## src/rtl/wb_arbiter_pkg.sv

```systemverilog
// Shared types for the writeback arbiter: register-index and data widths,
// the write-port bundle, the buffered long-result entry and the source select.
package wb_arbiter_pkg;

    localparam int REG_W = 5;
    localparam int XLEN  = 32;
    localparam int NREGS = 1 << REG_W;

    typedef logic [REG_W-1:0] reg_idx_t;
    typedef logic [XLEN-1:0]  xlen_t;

    // One register-file write: enable, address, data.
    typedef struct packed {
        logic     valid;
        reg_idx_t rd;
        xlen_t    data;
    } wb_port_t;

    // Payload held in the long-result FIFO.
    typedef struct packed {
        reg_idx_t rd;
        xlen_t    data;
    } wb_entry_t;

    // Which source owns the write port this cycle.
    typedef enum logic [1:0] {
        SRC_IDLE   = 2'd0,
        SRC_PIPE   = 2'd1,
        SRC_FIFO   = 2'd2,
        SRC_BYPASS = 2'd3
    } wb_src_e;

    // One-hot mask for a scoreboard update; x0 never produces a bit.
    function automatic logic [NREGS-1:0] reg_onehot(input reg_idx_t r, input logic en);
        reg_onehot = '0;
        if (en && (r != '0)) begin
            reg_onehot[r] = 1'b1;
        end
    endfunction

endpackage

```

## src/rtl/wb_arbiter_if.sv

```systemverilog
// Bus bundle between the pipeline/long-latency units and the writeback arbiter.
// master = the surrounding CPU (drives results and issues), slave = the arbiter.
interface wb_arbiter_if;
    import wb_arbiter_pkg::*;

    logic     pipe_valid;
    reg_idx_t pipe_rd;
    xlen_t    pipe_data;

    logic     lu_valid;
    reg_idx_t lu_rd;
    xlen_t    lu_data;
    logic     lu_ready;

    logic     issue_valid;
    reg_idx_t issue_rd;

    logic [NREGS-1:0] busy_o;
    logic     stall_o;
    logic     err_o;

    logic     write_reg;
    reg_idx_t target_reg;
    xlen_t    write_rd_data;

    modport master (
        output pipe_valid, pipe_rd, pipe_data,
        output lu_valid, lu_rd, lu_data,
        output issue_valid, issue_rd,
        input  lu_ready, busy_o, stall_o, err_o,
        input  write_reg, target_reg, write_rd_data
    );

    modport slave (
        input  pipe_valid, pipe_rd, pipe_data,
        input  lu_valid, lu_rd, lu_data,
        input  issue_valid, issue_rd,
        output lu_ready, busy_o, stall_o, err_o,
        output write_reg, target_reg, write_rd_data
    );

endinterface

```

## src/rtl/wb_fifo.sv

```systemverilog
// Small first-word-fall-through FIFO for long-latency results. The head entry
// is visible combinationally so the arbiter can write it the cycle it wins.
module wb_fifo
    import wb_arbiter_pkg::*;
#(
    parameter int DEPTH = 2
) (
    input  logic      clk,
    input  logic      rst,
    input  logic      push,
    input  wb_entry_t push_entry,
    input  logic      pop,
    output wb_entry_t head,
    output logic      full,
    output logic      empty
);

    localparam int AW = $clog2(DEPTH);

    // Extra pointer bit distinguishes full from empty.
    logic [AW:0] wr_ptr_reg, wr_ptr_next;
    logic [AW:0] rd_ptr_reg, rd_ptr_next;
    wb_entry_t   mem [DEPTH];
    logic        do_push;
    logic        do_pop;

    assign empty   = (wr_ptr_reg == rd_ptr_reg);
    assign full    = (wr_ptr_reg[AW] != rd_ptr_reg[AW]) &&
                     (wr_ptr_reg[AW-1:0] == rd_ptr_reg[AW-1:0]);
    assign head    = mem[rd_ptr_reg[AW-1:0]];
    assign do_push = push && !full;
    assign do_pop  = pop && !empty;

    // Pointer advance; push and pop may happen together.
    always_comb begin
        wr_ptr_next = wr_ptr_reg;
        rd_ptr_next = rd_ptr_reg;
        if (do_push) begin
            wr_ptr_next = wr_ptr_reg + (AW+1)'(1);
        end
        if (do_pop) begin
            rd_ptr_next = rd_ptr_reg + (AW+1)'(1);
        end
    end

    // Pointer registers; reset empties the FIFO.
    always_ff @(posedge clk or negedge rst) begin
        if (!rst) begin
            wr_ptr_reg <= '0;
            rd_ptr_reg <= '0;
        end else begin
            wr_ptr_reg <= wr_ptr_next;
            rd_ptr_reg <= rd_ptr_next;
        end
    end

    // Storage write; contents are meaningless once the pointers reset.
    always_ff @(posedge clk) begin
        if (do_push) begin
            mem[wr_ptr_reg[AW-1:0]] <= push_entry;
        end
    end

endmodule

```

## src/rtl/wb_arbiter.sv

```systemverilog
// Writeback arbiter: merges MEM/WB results and buffered/bypassed long-latency
// results onto the single register-file write port, keeps the busy scoreboard
// and forces a one-cycle pipeline stall when buffered results starve.
module wb_arbiter
    import wb_arbiter_pkg::*;
#(
    parameter int DEPTH        = 2,
    parameter int STARVE_LIMIT = 4
) (
    input  logic         clk,
    input  logic         rst,
    wb_arbiter_if.slave  bus
);

    localparam int CNT_W = $clog2(STARVE_LIMIT + 1);

    wb_entry_t        fifo_head;
    wb_entry_t        push_entry;
    logic             fifo_full;
    logic             fifo_empty;
    logic             fifo_push;
    logic             fifo_pop;
    logic             lu_accept;
    logic             stall;
    wb_src_e          src;
    wb_port_t         sel;
    logic             sel_long;

    logic [CNT_W-1:0] starve_cnt_reg, starve_cnt_next;
    logic [NREGS-1:0] busy_reg, busy_next;
    logic [NREGS-1:0] set_mask, clr_mask;
    logic             err_reg, err_next;
    wb_port_t         port_reg, port_next;

    assign stall      = (starve_cnt_reg == CNT_W'(STARVE_LIMIT));
    assign lu_accept  = bus.lu_valid && !fifo_full;
    assign push_entry = '{rd: bus.lu_rd, data: bus.lu_data};
    assign fifo_pop   = (src == SRC_FIFO);
    assign fifo_push  = lu_accept && (src != SRC_BYPASS);

    wb_fifo #(
        .DEPTH (DEPTH)
    ) u_fifo (
        .clk        (clk),
        .rst        (rst),
        .push       (fifo_push),
        .push_entry (push_entry),
        .pop        (fifo_pop),
        .head       (fifo_head),
        .full       (fifo_full),
        .empty      (fifo_empty)
    );

    // Source priority: starved FIFO head, pipeline, FIFO head, lu bypass.
    always_comb begin
        src = SRC_IDLE;
        if (stall && !fifo_empty) begin
            src = SRC_FIFO;
        end else if (bus.pipe_valid) begin
            src = SRC_PIPE;
        end else if (!fifo_empty) begin
            src = SRC_FIFO;
        end else if (lu_accept) begin
            src = SRC_BYPASS;
        end
    end

    // Mux the chosen result; long results also clear their busy bit.
    always_comb begin
        sel      = '0;
        sel_long = 1'b0;
        case (src)
            SRC_PIPE: begin
                sel.valid = 1'b1;
                sel.rd    = bus.pipe_rd;
                sel.data  = bus.pipe_data;
            end
            SRC_FIFO: begin
                sel.valid = 1'b1;
                sel.rd    = fifo_head.rd;
                sel.data  = fifo_head.data;
                sel_long  = 1'b1;
            end
            SRC_BYPASS: begin
                sel.valid = 1'b1;
                sel.rd    = bus.lu_rd;
                sel.data  = bus.lu_data;
                sel_long  = 1'b1;
            end
            default: begin
            end
        endcase
    end

    // Next write-port value; writes to x0 are suppressed.
    always_comb begin
        port_next       = sel;
        port_next.valid = sel.valid && (sel.rd != '0);
    end

    // Starvation counter: counts pipeline wins over a waiting FIFO head.
    always_comb begin
        starve_cnt_next = starve_cnt_reg;
        if (fifo_pop || fifo_empty) begin
            starve_cnt_next = '0;
        end else if (src == SRC_PIPE) begin
            starve_cnt_next = starve_cnt_reg + CNT_W'(1);
        end
    end

    // Sticky protocol errors: pipeline result during stall, unexpected lu result.
    always_comb begin
        err_next = err_reg;
        if (bus.pipe_valid && stall) begin
            err_next = 1'b1;
        end
        if (bus.lu_valid && !busy_reg[bus.lu_rd]) begin
            err_next = 1'b1;
        end
    end

    // Scoreboard: per-bit clear then set, so a same-cycle set wins.
    assign set_mask     = reg_onehot(bus.issue_rd, bus.issue_valid);
    assign clr_mask     = reg_onehot(sel.rd, sel_long);
    assign busy_next[0] = 1'b0;

    generate
        for (genvar gi = 1; gi < NREGS; gi++) begin : g_busy
            assign busy_next[gi] = set_mask[gi] | (busy_reg[gi] & ~clr_mask[gi]);
        end
    endgenerate

    // State registers for port, scoreboard, counter and error flag.
    always_ff @(posedge clk or negedge rst) begin
        if (!rst) begin
            port_reg       <= '0;
            busy_reg       <= '0;
            starve_cnt_reg <= '0;
            err_reg        <= 1'b0;
        end else begin
            port_reg       <= port_next;
            busy_reg       <= busy_next;
            starve_cnt_reg <= starve_cnt_next;
            err_reg        <= err_next;
        end
    end

    assign bus.lu_ready      = !fifo_full;
    assign bus.busy_o        = busy_reg;
    assign bus.stall_o       = stall;
    assign bus.err_o         = err_reg;
    assign bus.write_reg     = port_reg.valid;
    assign bus.target_reg    = port_reg.rd;
    assign bus.write_rd_data = port_reg.data;

endmodule

```

## src/flat_wrapper.sv

```systemverilog
// flat-port wrapper written by rule: the top's interface ports become plain ports
module wb_arbiter_flat import wb_arbiter_pkg::*;
#(
    parameter int DEPTH        = 2,
    parameter int STARVE_LIMIT = 4
)
  (clk, rst, bus_pipe_valid, bus_pipe_rd, bus_pipe_data, bus_lu_valid, bus_lu_rd, bus_lu_data, bus_issue_valid, bus_issue_rd, bus_lu_ready, bus_busy_o, bus_stall_o, bus_err_o, bus_write_reg, bus_target_reg, bus_write_rd_data);
  wb_arbiter_if bus_i ();
  input  logic clk;
  input  logic rst;
  input wire logic [$bits(bus_i.pipe_valid)-1:0] bus_pipe_valid;
  input wire logic [$bits(bus_i.pipe_rd)-1:0] bus_pipe_rd;
  input wire logic [$bits(bus_i.pipe_data)-1:0] bus_pipe_data;
  input wire logic [$bits(bus_i.lu_valid)-1:0] bus_lu_valid;
  input wire logic [$bits(bus_i.lu_rd)-1:0] bus_lu_rd;
  input wire logic [$bits(bus_i.lu_data)-1:0] bus_lu_data;
  input wire logic [$bits(bus_i.issue_valid)-1:0] bus_issue_valid;
  input wire logic [$bits(bus_i.issue_rd)-1:0] bus_issue_rd;
  output wire logic [$bits(bus_i.lu_ready)-1:0] bus_lu_ready;
  output wire logic [$bits(bus_i.busy_o)-1:0] bus_busy_o;
  output wire logic [$bits(bus_i.stall_o)-1:0] bus_stall_o;
  output wire logic [$bits(bus_i.err_o)-1:0] bus_err_o;
  output wire logic [$bits(bus_i.write_reg)-1:0] bus_write_reg;
  output wire logic [$bits(bus_i.target_reg)-1:0] bus_target_reg;
  output wire logic [$bits(bus_i.write_rd_data)-1:0] bus_write_rd_data;
  assign bus_i.pipe_valid = bus_pipe_valid;
  assign bus_i.pipe_rd = bus_pipe_rd;
  assign bus_i.pipe_data = bus_pipe_data;
  assign bus_i.lu_valid = bus_lu_valid;
  assign bus_i.lu_rd = bus_lu_rd;
  assign bus_i.lu_data = bus_lu_data;
  assign bus_i.issue_valid = bus_issue_valid;
  assign bus_i.issue_rd = bus_issue_rd;
  assign bus_lu_ready = bus_i.lu_ready;
  assign bus_busy_o = bus_i.busy_o;
  assign bus_stall_o = bus_i.stall_o;
  assign bus_err_o = bus_i.err_o;
  assign bus_write_reg = bus_i.write_reg;
  assign bus_target_reg = bus_i.target_reg;
  assign bus_write_rd_data = bus_i.write_rd_data;
  wb_arbiter #(.DEPTH(DEPTH), .STARVE_LIMIT(STARVE_LIMIT)) u_core (.clk(clk), .rst(rst), .bus(bus_i));
endmodule
```

## config.mk

```make
export PLATFORM = sky130hd
export DESIGN_NAME = wb_arbiter_flat
export DESIGN_NICKNAME = d
export VERILOG_FILES = /design/src/rtl/wb_arbiter_pkg.sv /design/src/rtl/wb_arbiter_if.sv /design/src/rtl/wb_fifo.sv /design/src/rtl/wb_arbiter.sv /design/src/flat_wrapper.sv
export SDC_FILE = /design/constraint.sdc
export NUM_CORES = 1
export LEC_CHECK = 0
export CAP_MARGIN = 0
export CORE_MARGIN = 4
export CORE_UTILIZATION = 38
export DETAILED_ROUTE_END_ITERATION = 12
export DONT_BUFFER_PORTS = 1
export GPL_TIMING_DRIVEN = 0
export PLACE_DENSITY_LB_ADDON = 0.05
export RECOVER_POWER = 50
export SETUP_SLACK_MARGIN = 0.2
export SKIP_LAST_GASP = 1
export SLEW_MARGIN = 40
export SYNTH_ARGS = -nofsm -noshare
export SYNTH_HDL_FRONTEND = slang
export SYNTH_SLANG_ARGS = --single-unit
```

## constraint.sdc

```tcl
create_clock -name clk -period 10.35 [get_ports clk]
set_clock_uncertainty 0.05 [all_clocks]
set_input_delay 3.105 -clock clk [delete_from_list [all_inputs] [get_ports clk]]
set_output_delay 3.105 -clock clk [all_outputs]
set_load 0.02 [all_outputs]
```

==> impl_metrics.ini <==
[detailed_routing]
routed_via_density = 5.54
drtIter0Drc = 283
vias = 4094
drt.antenna.violating_nets = 0
drc = 0
avgRoutedWirePerCell_um = 22.5
drtPass1Iterations = 4
wirelength_mm = 16.6

[synth]
ys.warnings.count = 0
synth_edf_count = 74
synth.area.top_cells = edfxtp_1 (35%), dfrtp_1 (30%), mux2i_1 (5.6%)
synth_ff_type = dfrtp_1
synth_top_area_share_pct = 34.8
async_flop_share_pct = 51.0
ys_seq_elements = 151
netlist_area_um2 = 6390
yosysTopAreaCell = edfxtp_1
synthTopCellsByCount = dfrtp_1 (77), edfxtp_1 (74), nand2_1 (57), nor2_1 (42), mux2i_1 (36)
syn_inst = 479
synth_cell_types = 54
avgSynthCellArea_um2 = 13.3
seq_area_frac_synth_pct = 65.0
synth_fp_nets = 565
yosysMostFrequentCell = dfrtp_1

[floorplanning]
dieHeight_um = 138
fp-row-count = 47
die_x_um = 138
core_um2 = 16500
dieArea_um2 = 18900
ios = 157
start_util_pct = 38.6

[grt]
grt_pass1_vias = 4250
antenna_found_initial = 0
grtUsageTotal_pct = 18.1
grt_pass1_wl_mm = 25.2
grt_overflow = 0
grt_max_degree = 78

[timing]
min_period_ns = 5.04
rsz0062_at_grt = false
timing.final.crit_share_pct = 48.7
max_freq_ghz = 0.199
maxSlewHeadroom_pct = 44.7
hold_ws_ns = 0.422
final_hold_viol_count = 0
final.setup.tns_ns = 0
final-setup-viol-count = 0
maxSlewViolCount = 0
tightest_slew_ns = 0.829

[finish]
multiInputGateArea_um2 = 2120
seq_area_um2 = 4150
fill_cells = 1564
finalNetCount = 592
synthToLayoutAreaGrowth_pct = 15.3
drive_gt1_share_pct = 13.9
largest_reg_flops = 74
diodes = 0

[clock_network]
ctsResizeCount = 0
clk_path_buf_depth = 2
ctsHoldBuffers = 0
clockRootBuffer = clkbuf_16
cts.sinks = 151
cts_tree = done
cts_made_buffers = 17
clk_latency_ns = 0.42
post_cts_buffers = 0
htree_levels = 4
clkSlewWorstSetupHoldPaths_ns = 0.06

[power_and_ir_drop]
p_leak_nw = 2.91
powerDensity_nw_per_um2 = 346
vdd_drop_max_v = 0.000143

[min_path]
min_path_cells = 1
hold_class = flop to flop

[critical_path]
arrival_ns = 5.10
cp.required_ns = 10.42
r2r_cells = 9
endpoint_kind = flop
crit_path_max_fanout = 10
crit_type = input port to flop
start_kind = input port

[place]
port_buffers = 0
globalplace.congestion = 0.817
dp_hpwl_mm = 11.6

[run_status]
status = finished clean

[flow_run]
cap_violations = 0
## final timing paths
path / startpoint / end / slack (ns)
worst max-delay path: bus_pipe_valid / u_core.u_fifo.mem[0][2] / 5.31
worst min-delay path: u_core.starve_cnt_reg[0] / u_core.starve_cnt_reg[0] / 0.42
worst max register to register: u_core.u_fifo.rd_ptr_reg[0] / u_core.u_fifo.mem[0][2] / 7.28
worst min register to register: u_core.starve_cnt_reg[0] / u_core.starve_cnt_reg[0] / 0.42
max in group asynchronous: rst / u_core.bus.write_rd_data[28] / 7.82
min in group asynchronous: rst / u_core.bus.busy_o[31] / 2.32
## cell families (layout without fill, tap and decap cells)
logic type,after synthesis,count (layout),share of synthesized area [%]
flops,151,151,65.0
simple gates,144,144,10.3
compound gates,94,94,11.8
mux,48,48,8.99
buf+inv,30,70,1.92
xor+xnor,9,9,1.59
fa+ha+maj,2,2,0.392
other cells,1,1,0.0587
## per-layer routing
metal	track usage, %	part of all wire (%)
met4	6.49	1.5
met3	6.68	8.7
met2	28.0	48
met1	23.5	42
met5	0	0
## power breakdown
part,total (W),internal (W),switching [W],leakage [nW]
sequential,0.00118,0.000883,0.000295,1.62
combinational,0.000705,0.000275,0.000430,0.988
clock,0.000662,0.000407,0.000255,0.301
## metrics by stage
step / instance area [um2] / total power [W] / setup WS, ns / cells / util, %
finish: 7360 / 0.00254 / 5.31 / 739 / 44.6
global route: 7360 / 0.00270 / 5.14 / 739 / 44.6
CTS: 7360 / 0.00258 / 5.27 / 739 / 44.6
detailed placement: 6740 / 0.00191 / 4.81 / 707 / 40.8
global placement: 6660 / 0.00188 / 1.02 / 699 / 40.3
floorplan: 6390 / 0.00166 / 3.39 / 479 / -
## cell type report
| cell class | instances | share of cell area, % |
|---|---|---|
| repair buffers | 8 | 0.951 |
| well taps | 220 | 3.74 |
| multi-input cells | 298 | 28.8 |
| plain buffers | 24 | 1.38 |
| clock inverters | 14 | 2.65 |
| flip-flops and latches | 151 | 56.3 |
| inverters | 6 | 0.306 |
| clock buffers | 18 | 5.83 |
## critical path, stage by stage
cell,delay [ns]
clkbuf_1,0.32
nand2b_1,0.21
nor2_1,0.15
clkbuf_1,0.32
nor3_2,0.51
buf_4,0.25
buf_2,0.22
## placed cells by master (no fill, tap or decap), types with 2 or more instances in the layout
master and n:
ha_1 2, mux2i_1 36, nand3_1 13, mux4_2 7, nor3_1 5, buf_1 4
o21ai_1 8, o21ai_0 15, inv_6 4, and3_1 3, clkinv_2 2, o211ai_1 3
nor2b_1 5, xnor2_1 4, clkbuf_16 17, nand2_1 57, bufinv_16 4, buf_2 6
nor2_1 42, clkinvlp_4 2, dfrtp_1 77, xor2_1 2, and2_1 2, clkbuf_1 14
and4_1 3, buf_4 7, mux2_2 5, nand2b_1 4, o31ai_1 17, inv_1 5
xor2_2 2, a211oi_1 4, a221o_1 33, edfxtp_1 74
(Power assumes the default switching activity.)
